--- src/rtl/lsu_pkg.sv ---
`default_nettype none
//==============================================================================
// Module      : lsu_pkg
// Description : Shared size encodings, FSM states and request record for the
//               load/store unit.
// Revision    : 1.0 - initial release
//==============================================================================
package lsu_pkg;

    localparam logic [1:0] SZ_BYTE = 2'b00;
    localparam logic [1:0] SZ_HALF = 2'b01;
    localparam logic [1:0] SZ_WORD = 2'b10;

    localparam logic [2:0] IDLE = 3'd0;
    localparam logic [2:0] RD   = 3'd1;
    localparam logic [2:0] CAP  = 3'd2;
    localparam logic [2:0] WR   = 3'd3;
    localparam logic [2:0] RESP = 3'd4;
    localparam logic [2:0] ERR  = 3'd5;

    typedef struct packed {
        logic        write;
        logic [1:0]  size;
        logic        sgn;
        logic [1:0]  offset;
        logic [31:0] wdata;
    } lsu_req_t;

    function automatic logic [31:0] word_base(input logic [31:0] addr);
        return {addr[31:2], 2'b00};
    endfunction

endpackage
`default_nettype wire

--- src/rtl/lsu_lane_align.sv ---
`default_nettype none
//==============================================================================
// Module      : lsu_lane_align
// Description : Big-endian lane extraction/extension for loads and lane merge
//               for sub-word stores. Purely combinational.
// Revision    : 1.0 - initial release
//==============================================================================
module lsu_lane_align
    import lsu_pkg::*;
(
    input  logic [31:0] word_i,
    input  logic [1:0]  offset_i,
    input  logic [1:0]  size_i,
    input  logic        signed_i,
    input  logic [31:0] wdata_i,
    output logic [31:0] load_o,
    output logic [31:0] merged_o
);

    logic [7:0]  w_byte;
    logic [15:0] w_half;

    // Offset 0 is the most significant byte of the word.
    always_comb begin
        w_byte = word_i[31:24];
        case (offset_i)
            2'd0:    w_byte = word_i[31:24];
            2'd1:    w_byte = word_i[23:16];
            2'd2:    w_byte = word_i[15:8];
            default: w_byte = word_i[7:0];
        endcase
        w_half = offset_i[1] ? word_i[15:0] : word_i[31:16];
    end

    always_comb begin
        load_o = word_i;
        case (size_i)
            SZ_BYTE: load_o = {{24{signed_i & w_byte[7]}}, w_byte};
            SZ_HALF: load_o = {{16{signed_i & w_half[15]}}, w_half};
            default: load_o = word_i;
        endcase
    end

    always_comb begin
        merged_o = word_i;
        case (size_i)
            SZ_BYTE: begin
                case (offset_i)
                    2'd0:    merged_o[31:24] = wdata_i[7:0];
                    2'd1:    merged_o[23:16] = wdata_i[7:0];
                    2'd2:    merged_o[15:8]  = wdata_i[7:0];
                    default: merged_o[7:0]   = wdata_i[7:0];
                endcase
            end
            SZ_HALF: begin
                if (offset_i[1]) merged_o[15:0]  = wdata_i[15:0];
                else             merged_o[31:16] = wdata_i[15:0];
            end
            default: merged_o = wdata_i;
        endcase
    end

endmodule
`default_nettype wire

--- src/rtl/load_store_unit.sv ---
`default_nettype none
//==============================================================================
// Module      : load_store_unit
// Description : MEM-stage load/store sequencer in front of a word-addressed
//               big-endian memory; sub-word stores use read-modify-write.
// Revision    : 1.0 - initial release
//==============================================================================
module load_store_unit
    import lsu_pkg::*;
#(
    parameter int unsigned MEM_LIMIT = 1000
) (
    input  logic        clk,
    input  logic        reset,
    input  logic        req_valid,
    input  logic        req_write,
    input  logic [1:0]  req_size,
    input  logic        req_signed,
    input  logic [31:0] req_addr,
    input  logic [31:0] req_wdata,
    output logic        busy,
    output logic        rsp_valid,
    output logic [31:0] rsp_rdata,
    output logic        rsp_err,
    output logic [31:0] mem_addr,
    output logic [31:0] mem_wdata,
    output logic        mem_read,
    output logic        mem_write,
    input  logic [31:0] mem_rdata
);

    logic [2:0]  state_q, state_d;
    lsu_req_t    req_q;
    logic [31:0] mem_addr_q, mem_wdata_q, rdata_q;
    logic        mem_read_q, mem_write_q, rsp_valid_q, rsp_err_q;

    logic        w_req_ok;
    logic [32:0] w_last_byte;
    logic [31:0] w_load, w_merged;

    // 33-bit sum so a base near the top of the address space cannot wrap.
    assign w_last_byte = {1'b0, word_base(req_addr)} + 33'd3;

    always_comb begin
        w_req_ok = (w_last_byte <= 33'(MEM_LIMIT));
        case (req_size)
            SZ_BYTE: ;
            SZ_HALF: if (req_addr[0])         w_req_ok = 1'b0;
            SZ_WORD: if (req_addr[1:0] != 0)  w_req_ok = 1'b0;
            default: w_req_ok = 1'b0;
        endcase
    end

    always_comb begin
        state_d = state_q;
        case (state_q)
            IDLE: begin
                if (req_valid) begin
                    if (!w_req_ok)                              state_d = ERR;
                    else if (req_write && req_size == SZ_WORD)  state_d = WR;
                    else                                        state_d = RD;
                end
            end
            RD:      state_d = CAP;
            CAP:     state_d = req_q.write ? WR : RESP;
            WR:      state_d = RESP;
            RESP:    state_d = IDLE;
            ERR:     state_d = IDLE;
            default: state_d = IDLE;
        endcase
    end

    lsu_lane_align u_align (
        .word_i   (mem_rdata),
        .offset_i (req_q.offset),
        .size_i   (req_q.size),
        .signed_i (req_q.sgn),
        .wdata_i  (req_q.wdata),
        .load_o   (w_load),
        .merged_o (w_merged)
    );

    // Strobes and response flags are registered from the next state so they
    // line up exactly with the state they belong to.
    always_ff @(posedge clk or posedge reset) begin
        if (reset) begin
            state_q     <= IDLE;
            req_q       <= '0;
            mem_addr_q  <= '0;
            mem_wdata_q <= '0;
            rdata_q     <= '0;
            mem_read_q  <= 1'b0;
            mem_write_q <= 1'b0;
            rsp_valid_q <= 1'b0;
            rsp_err_q   <= 1'b0;
        end else begin
            state_q     <= state_d;
            mem_read_q  <= (state_d == RD);
            mem_write_q <= (state_d == WR);
            rsp_valid_q <= (state_d == RESP) || (state_d == ERR);
            rsp_err_q   <= (state_d == ERR);
            if (state_q == IDLE && req_valid) begin
                req_q <= '{write: req_write, size: req_size, sgn: req_signed,
                           offset: req_addr[1:0], wdata: req_wdata};
                mem_addr_q <= word_base(req_addr);
                if (req_write && req_size == SZ_WORD) mem_wdata_q <= req_wdata;
            end
            if (state_q == CAP) begin
                if (req_q.write) mem_wdata_q <= w_merged;
                else             rdata_q     <= w_load;
            end
        end
    end

    assign busy      = (state_q != IDLE);
    assign rsp_valid = rsp_valid_q;
    assign rsp_err   = rsp_err_q;
    assign rsp_rdata = (rsp_valid_q && req_q.write) ? 32'h0 : rdata_q;
    assign mem_addr  = mem_addr_q;
    assign mem_wdata = mem_wdata_q;
    assign mem_read  = mem_read_q;
    assign mem_write = mem_write_q;

endmodule
`default_nettype wire
--- config.mk ---
export PLATFORM = sky130hd
export DESIGN_NAME = load_store_unit
export DESIGN_NICKNAME = d
export VERILOG_FILES = /design/src/rtl/lsu_pkg.sv /design/src/rtl/lsu_lane_align.sv /design/src/rtl/load_store_unit.sv
export SDC_FILE = /design/constraint.sdc
export NUM_CORES = 1
export LEC_CHECK = 0
export ABC_AREA = 1
export CAP_MARGIN = 30
export CORE_MARGIN = 5
export CORE_UTILIZATION = 53
export CTS_CLUSTER_DIAMETER = 150
export DETAILED_ROUTE_END_ITERATION = 8
export MAX_ROUTING_LAYER = met4
export PLACE_DENSITY = 0.87
export RECOVER_POWER = 100
export SYNTH_ARGS = -nofsm -noshare
export SYNTH_HDL_FRONTEND = slang
export SYNTH_SLANG_ARGS = --single-unit
--- constraint.sdc ---
create_clock -name clk -period 12.9 [get_ports clk]
set_input_delay 1.935 -clock clk [delete_from_list [all_inputs] [get_ports clk]]
set_output_delay 1.935 -clock clk [all_outputs]
set_load 0.005 [all_outputs]
==> impl_metrics.env, run 1 <==
export IMPL_crit_top_cell="inv_1"
export IMPL_wl_met2_mm=10.99
export IMPL_ys_seq_area_share_pct=45.88
export IMPL_clk_pin_slew_ps=60
export IMPL_r2r_end="mem_wdata[27]"
export IMPL_die_x_um=129.6
export IMPL_min_period_ps=5488
export IMPL_dpl_cell_area_um2=9518
export IMPL_yosysTopAreaCell="dfrtp_1"
export IMPL_cts_tree="yes"
export IMPL_peakVddDrop_mv=0.1264
export IMPL_fin_ws_ps=7412
export IMPL_track_usage_pct=29.60
export IMPL_rr_startpoint="state_q[2]"
export IMPL_fin_setup_tns_ps=0
export IMPL_wl_met3_mm=2.675
export IMPL_worstSetupPathType="input pin to register"
export IMPL_highest_layer="met4"
export IMPL_clkLatencyLatePin_ps=430
export IMPL_max_freq_mhz=182.2
export IMPL_crit_family="buffers and inverters"
export IMPL_crit_path_max_fanout=85
export IMPL_synth_edf_count=0
export IMPL_hold_start="mem_addr[2]"
export IMPL_critPathCaptureType="register"
export IMPL_setup_viol=0
export IMPL_ys_flop_type="dfrtp_1"
export IMPL_drc=0
export IMPL_grt_pass1_wl_mm=37.18
export IMPL_clock_sinks=139
export IMPL_h_tree_depth=4
export IMPL_period_share_pct=42.54
export IMPL_layout_nets=1265
export IMPL_post_drt_wl_per_cell_um=17.75
export IMPL_max_stage_delay_ps=2370
export IMPL_route_antenna_remaining_nets=0
export IMPL_synthTopCellsByArea="dfrtp_1, nand2_1, o21ai_0"
export IMPL_grt_max_degree=86
export IMPL_fin_cells=1354
export IMPL_die_height_um=129.6
export IMPL_core_region_area_um2=13930
export IMPL_worst_r2r_cell_count=8
export IMPL_outcome="complete, but fails checks"
export IMPL_rsz0062_at_grt="no"
export IMPL_synth_cell_types=35
export IMPL_finClkSkew_ps=10.73
export IMPL_yosysWarnings=0
export IMPL_cts_resized=0
export IMPL_min_path_type="register to register"
export IMPL_hold_slack_ps=465.9
export IMPL_grt_overflow=0
export IMPL_firstDrtPassIters=6
export IMPL_vias_per_cell=5.629
export IMPL_worst_ep_arrival_time_ps=5850
export IMPL_finalPower_mw=2.443
export IMPL_nFillCells=1099
export IMPL_relSlewSlack_pct=-124.8
export IMPL_dr_first_iter_drc_count=1021
export IMPL_start_util_pct=54.40
export IMPL_synth_commonest_cells="nand2_1, dfrtp_1, o21ai_0, inv_1, nor2_1"
export IMPL_finalHoldViolCount=0
export IMPL_pre_cts_slack_ps=8727
export IMPL_worstSetupStartpointType="input pin"
export IMPL_violations="max-capacitance violations, max-slew violations"
export IMPL_hold_path_depth=2
export IMPL_hold_end="mem_addr[2]"
export IMPL_cts_setup_buffers=0
export IMPL_cts_root_buf="clkbuf_16"
export IMPL_drive_above_1_share_pct=6.133
export IMPL_cts_buffers=17
export IMPL_antenna_found_initial=0
export IMPL_syn_instance_count=995
export IMPL_async_flop_share_pct=100.0
export IMPL_ys_ff_latch=139
export IMPL_antenna_cells=0
export IMPL_ios=204
export IMPL_syn_area_um2=7581
export IMPL_vias=7621
export IMPL_drv_cap=3
export IMPL_crit_slowest_cell="clkbuf_1"
export IMPL_p_per_area_nw_per_um2=244.2
export IMPL_worstPathRequired_ps=13260
export IMPL_tightest_slew_ps=3373
export IMPL_syn_area_per_cell_um2=7.619
export IMPL_hpwlAfterDp_mm=17.38
export IMPL_synthToLayoutAreaGrowth_pct=31.97
export IMPL_design_area_um2=10000
export IMPL_final_util_pct=71.80
export IMPL_placed_cells=1323
export IMPL_die_area_um2=16800
export IMPL_clock_path_buffers=2
export IMPL_slew_violations=198
export IMPL_synth_top_area_share_pct=45.88
export IMPL_place_gp_congestion=0.9426
export IMPL_grt_pass1_vias=7192
export IMPL_hold_buffers=0
export IMPL_fp_row_count=43
export IMPL_rrSetupSlack_ps=8870
export IMPL_wl_mm=24.04
export IMPL_wl_met1_mm=9.695
export IMPL_portBuffers=201
export IMPL_path_buf_inv=4
export IMPL_p_leak_nw=4.794
export IMPL_synth_most_common_cell="nand2_1"
export IMPL_critical_path_cell_chain="dlygate4sd3_1, inv_1, nor2_4, clkbuf_1, nand2_1, o21ai_0, o21ai_1, inv_1"
==> kinds of logic (layout without fill, tap and decap cells) <==
| group | after synthesis | in the layout | synth area share, % |
|---|---|---|---|
| compound gates | 282 | 282 | 21.52 |
| buf+inv | 181 | 359 | 10.83 |
| flops | 139 | 139 | 45.88 |
| mux | 2 | 2 | 0.2971 |
| other cells | 1 | 2 | 0.04947 |
| simple gates | 390 | 390 | 21.42 |
==> power breakdown <==
part           leakage (nW)  internal, mW  switching [mW]  total [mW]
Combinational          2.81         0.497           0.658        1.15
Sequential             1.69         0.653           0.156       0.809
Clock                 0.290         0.303           0.177       0.480
Total                  4.79          1.45           0.990        2.44
==> how the worst max path moves through the flow <==
stage | slack, ps | depth (start not counted) | start | end
2_1_floorplan | 7240 | 1 | reset | mem_addr[10]
3_3_place_gp | 8820 | 9 | req_size[1] | mem_wdata[0]
3_5_place_dp | 8730 | 9 | req_size[1] | mem_wdata[1]
4_1_cts | 8680 | 4 | req_q[37] | rsp_rdata[27]
5_1_grt | 6920 | 8 | req_valid | mem_wdata[25]
6_report | 7410 | 8 | req_valid | mem_wdata[27]
==> area by class of cell <==
cell class	instances	area, um2	area share (%)
Inverter	123	465.4	4.652
Clock inverter	7	88.84	0.8879
Sequential cell	139	3478	34.77
Tap cell	180	225.2	2.251
Clock buffer	24	491.7	4.915
Timing Repair Buffer	205	2054	20.54
Multi-Input combinational cell	676	3201	31.99
==> worst register-to-register path, cell delays in order, from the launching register on <==
cell and delay [ps]:
dfrtp_1 430, nor2_4 140, nand2_2 100, nor2_4 90, clkbuf_1 2370, nand2_1 360
o21ai_0 320, o21ai_1 90, inv_1 70
==> metal layers <==
metal / vias up / global-route usage, %
met5: - / -
met4: 0 / 11.37
met1: 3559 / 38.43
met3: 62 / 8.203
li1: 3554 / -
met2: 446 / 44.37
==> flip-flops by register name, indices dropped and copies added, names as in the netlist <==
name	cells
req_q	38
rsp_err	1
mem_write	1
rdata_q	32
mem_addr	30
rsp_valid	1
mem_read	1
mem_wdata	32
state_q	3
==> placed cells by master (no fill, tap or decap), drive strengths merged, types with 2 or more instances in the layout <==
cell type        n
a21o             2
a21oi           61
a22oi           11
buf              2
bufinv           2
clkbuf          26
clkdlybuf4s50   91
clkinv           5
conb             2
dfrtp          139
dlygate4sd3    110
inv            122
mux2             2
nand2          254
nand3           24
nor2           109
nor3             2
o211ai          13
o21ai          166
o221ai           7
o22ai           21
Note: power is estimated with default switching activity, not from simulation.
==> inputs of run 2 (changes only) <==
- CORE_UTILIZATION: 53 -> 49
- PLACE_DENSITY: 0.87 -> 0.81
- clock period: 12.9 -> 5.4 ns (I/O delays scaled with it)
==> run 2 against run 1 <==
  * Worst hold slack got worse by 1.7 ps
  * Flip-flop and latch count did not move
  * The flow still finishes with violations (max-capacitance violations, max-slew violations)
  * Non-clock buffer count is the same
  * Worst setup slack got worse by 6100 ps
  * Power up 140%
  * Cell count increased by 0.74%
  * Critical path depth unchanged
  * Core utilization fell by 5.6 points
  * Die area is 7.5% higher
  * Sequential share of layout area fell by 0.19 points
  * Largest power group unchanged
  * Via count fell by 2.0%
  * Count of clock-buffer cells in the layout down 2
==> impl_metrics.env, run 2 (synthesized netlist as in run 1, its figures left out) <==
export IMPL_largest_reg_flops=38
export IMPL_grt_pass1_vias=7099
export IMPL_cts_buffers=17
export IMPL_clock_path_buffers=2
export IMPL_track_usage_pct=27.22
export IMPL_outcome="complete, but fails checks"
export IMPL_ios=204
export IMPL_worst_ep_arrival_time_ps=4350
export IMPL_cts_setup_buffers=0
export IMPL_h_tree_depth=4
export IMPL_max_freq_mhz=247.4
export IMPL_finClkSkew_ps=8.532
export IMPL_cts_tree="yes"
export IMPL_wl_mm=24.24
export IMPL_p_leak_nw=4.793
export IMPL_cts_resized=0
export IMPL_die_area_um2=18060
export IMPL_rrSetupSlack_ps=1360
export IMPL_pre_cts_slack_ps=2255
export IMPL_violations="max-capacitance violations, max-slew violations"
export IMPL_relSlewSlack_pct=-63.61
export IMPL_hold_buffers=0
export IMPL_rsz0062_at_grt="no"
export IMPL_start_util_pct=49.87
export IMPL_synthToLayoutAreaGrowth_pct=32.69
export IMPL_worstSetupStartpointType="register"
export IMPL_top_register="req_q"
export IMPL_r2r_end="rdata_q[20]"
export IMPL_dr_first_iter_drc_count=942
export IMPL_fp_row_count=45
export IMPL_clkLatencyLatePin_ps=420
export IMPL_tightest_slew_ps=2454
export IMPL_internal_power_mw=3.502
export IMPL_min_path_type="register to register"
export IMPL_firstDrtPassIters=5
export IMPL_period_share_pct=74.84
export IMPL_mostFrequentLayoutCell="nand2_1"
export IMPL_hpwlAfterDp_mm=17.40
export IMPL_portBuffers=201
export IMPL_post_drt_wl_per_cell_um=17.77
export IMPL_p_per_area_nw_per_um2=585.5
export IMPL_grt_pass1_wl_mm=37.32
export IMPL_swShare_pct=40.55
export IMPL_slew_violations=153
export IMPL_die_height_um=134.4
export IMPL_worstSetupPathType="register to register"
export IMPL_layout_nets=1265
export IMPL_drive_above_1_share_pct=6.723
export IMPL_worstPathRequired_ps=5710
export IMPL_vias=7468
export IMPL_hold_end="mem_addr[25]"
export IMPL_layout_common_cells="nand2_1, o21ai_0, dfrtp_1, inv_1, dlygate4sd3_1"
export IMPL_place_gp_congestion=1.003
export IMPL_min_period_ps=4042
export IMPL_cts_root_buf="clkbuf_16"
export IMPL_clk_pin_slew_ps=60
export IMPL_drc=0
export IMPL_finalHoldViolCount=0
export IMPL_seq_power_share_pct=32.9
export IMPL_core_region_area_um2=15200
export IMPL_crit_path_max_fanout=49
export IMPL_hold_start="mem_addr[25]"
export IMPL_grt_overflow=0
export IMPL_setup_viol=0
export IMPL_drv_cap=2
export IMPL_pwr_share_comb_pct=46.5
export IMPL_peakVddDrop_mv=0.2520
export IMPL_critPathCaptureType="register"
export IMPL_nFillCells=1296
export IMPL_fin_ws_ps=1358
export IMPL_power_switching_mw=2.388
export IMPL_clock_sinks=139
export IMPL_antenna_found_initial=1
export IMPL_rr_startpoint="req_q[36]"
export IMPL_vias_per_cell=5.475
export IMPL_hold_path_depth=2
export IMPL_worst_r2r_cell_count=8
export IMPL_fin_setup_tns_ps=0
export IMPL_route_antenna_remaining_nets=0
export IMPL_grt_max_degree=109
export IMPL_pwr_share_clk_pct=20.6
export IMPL_die_x_um=134.4
-- run 2: changes by cell type in the layout (fill, tap and decap cells not counted), moves of 2 or more --
cell	change
clkdlybuf4s50_1	+8
dlygate4sd3_1	-8
o22ai_1	-6
o22ai_2	+6
clkinvlp_4	+3
clkbuf_1	-2
clkinv_2	-2
-- run 2: final cells by class --
type                       instances  area, um2  share of cell area [%]
antenna                            1      2.502                 0.02488
inverter                         123      465.4                   4.627
timing repair buffer             205       2036                   20.24
multi-input combinational        676       3228                   32.09
tap                              188      235.2                   2.338
sequential                       139       3478                   34.58
clock buffer                      22      474.2                   4.714
clock inverter                    10      140.1                   1.393
-- run 2: metrics by stage --
| step | area [um2] | power (mW) | utilization, % | hold WS, ps | std cells |
|---|---|---|---|---|---|
| after floorplan | 7585 | 3.611 | - | 442.2 | 996 |
| after global placement | 9503 | 4.794 | 62.51 | 452.5 | 1330 |
| after detailed placement | 9503 | 4.862 | 62.51 | 458.3 | 1330 |
| after CTS | 10120 | 6.094 | 66.55 | 472.2 | 1362 |
| after global routing | 10060 | 6.308 | 66.17 | 481.9 | 1364 |
| final | 10060 | 5.890 | 66.17 | 464.1 | 1364 |
-- run 2: critical path, stage by stage (launching register included) --
cell and delay [ps]:
dfrtp_1 330, clkbuf_1 1070, inv_4 510, nand2_1 620, nor2_1 140, nand3_1 330, nand2_1 530, o22ai_1 330
inv_2 40
-- run 2: layer usage --
| layer | routed length [um] | vias to the layer above | track usage, % |
|---|---|---|---|
| met2 | 10800 | 390 | 40.25 |
| li1 | - | 3544 | - |
| met4 | 835 | 0 | 10.69 |
| met3 | 2667 | 66 | 9.115 |
| met5 | 0 | - | - |
| met1 | 9935 | 3468 | 34.72 |
-- run 2: worst max-delay path by stage --
stage | start | to | slack, ps | cells past startpoint
after floorplan | reset | mem_addr[10] | 870 | 1
after detailed placement | req_size[1] | mem_wdata[0] | 2260 | 9
after global routing | reset | req_q[10] | 1220 | 4
final | req_q[36] | rdata_q[20] | 1360 | 8
after global placement | req_size[1] | mem_wdata[0] | 2360 | 9
after CTS | req_q[37] | rsp_rdata[2] | 2300 | 4
-- run 2: power groups by stage --
stage	Sequential (mW)	Combinational [mW]	Clock, mW
4_1_cts	1.95	2.93	1.22
3_5_place_dp	1.95	2.92	0
6_report	1.94	2.74	1.21
3_3_place_gp	1.94	2.86	0
2_1_floorplan	1.84	1.77	0
5_1_grt	1.99	3.04	1.27
==> inputs of run 3 (changes only) <==
- CORE_UTILIZATION: 49 -> 44
- PLACE_DENSITY: 0.81 -> 0.77
- clock period: 5.4 -> 3.5 ns (I/O delays scaled with it)
==> run 3 against run 2 <==
  * The run still ends with max-capacitance violations, max-slew violations left
  * Sequential share of layout area is 0.16 points lower
  * Critical path depth unchanged
  * First-iteration DRC count decreased by 31%
  * Critical endpoint is now mem_write
  * Clock power up 42%
  * Combinational power is 58% higher
  * Count of clock-buffer cells in the layout increased by 3
  * Cell count is 2.9% higher
==> impl_metrics.env, run 3 (synthesized netlist as in run 1, its figures left out) <==
export IMPL_outcome="complete, but fails checks"
export IMPL_violations="max-capacitance violations, max-slew violations"
export IMPL_clock_sinks=139
export IMPL_cts_resized=0
export IMPL_track_usage_pct=25.61
export IMPL_clock_path_buffers=2
export IMPL_vias=7588
export IMPL_wl_mm=25.01
export IMPL_slew_violations=86
export IMPL_ios=204
export IMPL_place_gp_congestion=0.9528
export IMPL_cts_root_buf="clkbuf_16"
export IMPL_fp_row_count=48
export IMPL_cts_buffers=17
export IMPL_worstSetupPathType="register to register"
export IMPL_max_freq_mhz=337.6
export IMPL_drc=0
export IMPL_crit_slowest_cell="nor2_1"
export IMPL_firstDrtPassIters=5
export IMPL_setup_viol=0
export IMPL_drv_cap=1
export IMPL_portBuffers=201
export IMPL_antenna_found_initial=0
export IMPL_drive_above_1_share_pct=6.452
export IMPL_period_share_pct=84.64
export IMPL_critical_path_cell_chain="nor2_1, nand2_1, nor2_1, inv_1, o21ai_0, inv_1, nand3_1, nor2_1"
export IMPL_min_period_ps=2962
export IMPL_die_area_um2=19950
export IMPL_finalHoldViolCount=0
export IMPL_layout_nets=1269
export IMPL_seq_power_share_pct=32.7
export IMPL_antenna_cells=0
export IMPL_grt_max_degree=86
export IMPL_die_height_um=141.3
export IMPL_fin_setup_tns_ps=0
export IMPL_h_tree_depth=4
export IMPL_grt_pass1_vias=7403
export IMPL_start_util_pct=44.29
export IMPL_p_per_area_nw_per_um2=890.3
export IMPL_worstSetupStartpointType="register"
export IMPL_worst_ep_arrival_time_ps=3270
export IMPL_crit_top_cell="nor2_1"
export IMPL_top_register="req_q"
export IMPL_internal_power_mw=5.303
export IMPL_post_drt_wl_per_cell_um=17.83
export IMPL_max_stage_delay_ps=860
export IMPL_largest_reg_flops=38
export IMPL_clkLatencyLatePin_ps=420
export IMPL_core_region_area_um2=17120
export IMPL_pwr_share_comb_pct=48.3
export IMPL_rsz0062_at_grt="no"
export IMPL_clk_pin_slew_ps=60
export IMPL_path_buf_inv=2
export IMPL_finalPower_mw=8.998
export IMPL_p_leak_nw=4.785
export IMPL_fin_ws_ps=537.5
export IMPL_worstPathRequired_ps=3800
export IMPL_grt_pass1_wl_mm=38.85
export IMPL_hold_buffers=0
export IMPL_power_switching_mw=3.695
export IMPL_die_x_um=141.3
export IMPL_relSlewSlack_pct=-8.087
export IMPL_cts_tree="yes"
export IMPL_pwr_share_clk_pct=19.1
export IMPL_hpwlAfterDp_mm=18.20
export IMPL_critPathCaptureType="register"
export IMPL_dr_first_iter_drc_count=647
export IMPL_layout_common_cells="nand2_1, o21ai_0, dfrtp_1, inv_1, dlygate4sd3_1"
export IMPL_fin_cells=1403
export IMPL_placed_cells=1372
export IMPL_rrSetupSlack_ps=540
export IMPL_finClkSkew_ps=8.330
export IMPL_cts_setup_buffers=0
export IMPL_peakVddDrop_mv=0.4331
export IMPL_crit_path_max_fanout=23
export IMPL_mostFrequentLayoutCell="nand2_1"
export IMPL_tightest_slew_ps=1621
export IMPL_vias_per_cell=5.408
export IMPL_crit_family="simple AND/OR/NAND/NOR gates"
export IMPL_grt_overflow=0
export IMPL_route_antenna_remaining_nets=0
export IMPL_pre_cts_slack_ps=957.2
export IMPL_hold_slack_ps=464.2
export IMPL_swShare_pct=41.06
export IMPL_min_path_type="register to register"
export IMPL_synthToLayoutAreaGrowth_pct=33.32
-- run 3: cell count changes in the layout (fill, tap and decap cells not counted), sizes merged, moves of 2 or more --
cell    before  now
buf          2    4
clkinv       4    6
bufinv       3    1
inv        122  118
clkbuf      24   29
-- run 3: power by group through the flow --
stage / Combinational (mW) / Sequential (mW) / Clock (mW)
2_1_floorplan: 2.73 / 2.84 / 0
3_3_place_gp: 4.48 / 2.96 / 0
3_5_place_dp: 4.58 / 2.96 / 0
4_1_cts: 4.61 / 2.96 / 1.74
5_1_grt: 4.82 / 3.03 / 1.81
6_report: 4.34 / 2.94 / 1.72
-- run 3: final cells by class --
cell class,instances,area (um2)
multi-input cells,676,3251
clock buffers,25,495.5
repair buffers,209,2073
fillers,1614,7009
flip-flops and latches,139,3478
clock inverters,6,62.56
inverters,123,465.4
well taps,225,281.5
-- run 3: worst paths after layout --
| kind | cells past startpoint | start | endpoint |
|---|---|---|---|
| worst max-delay path | 8 | state_q[2] | mem_write |
| worst min-delay path | 2 | mem_addr[25] | mem_addr[25] |
| worst max register to register | 8 | state_q[2] | mem_write |
| worst min register to register | 2 | mem_addr[25] | mem_addr[25] |
| max in group asynchronous | 3 | reset | mem_wdata[14] |
| min in group asynchronous | 2 | reset | mem_addr[18] |
-- run 3: worst min-delay path, stage by stage, from the launching register on --
cell and delay (ps):
dfrtp_1 340, nand2_1 50, nand2_1 50
-- run 3: metrics by stage --
step	area (um2)	util, %
finish	10110	59.05
global route	10110	59.05
CTS	10170	59.41
detailed placement	9610	56.15
global placement	9610	56.15
floorplan	7589	-
-- run 3: layer usage --
metal | global-route usage [%] | wire (um) | part of all wire, %
met1 | 32.53 | 10090 | 40
met2 | 38.95 | 11150 | 45
met3 | 7.819 | 2986 | 12
met4 | 9.230 | 786 | 3.1
met5 | - | 0 | 0
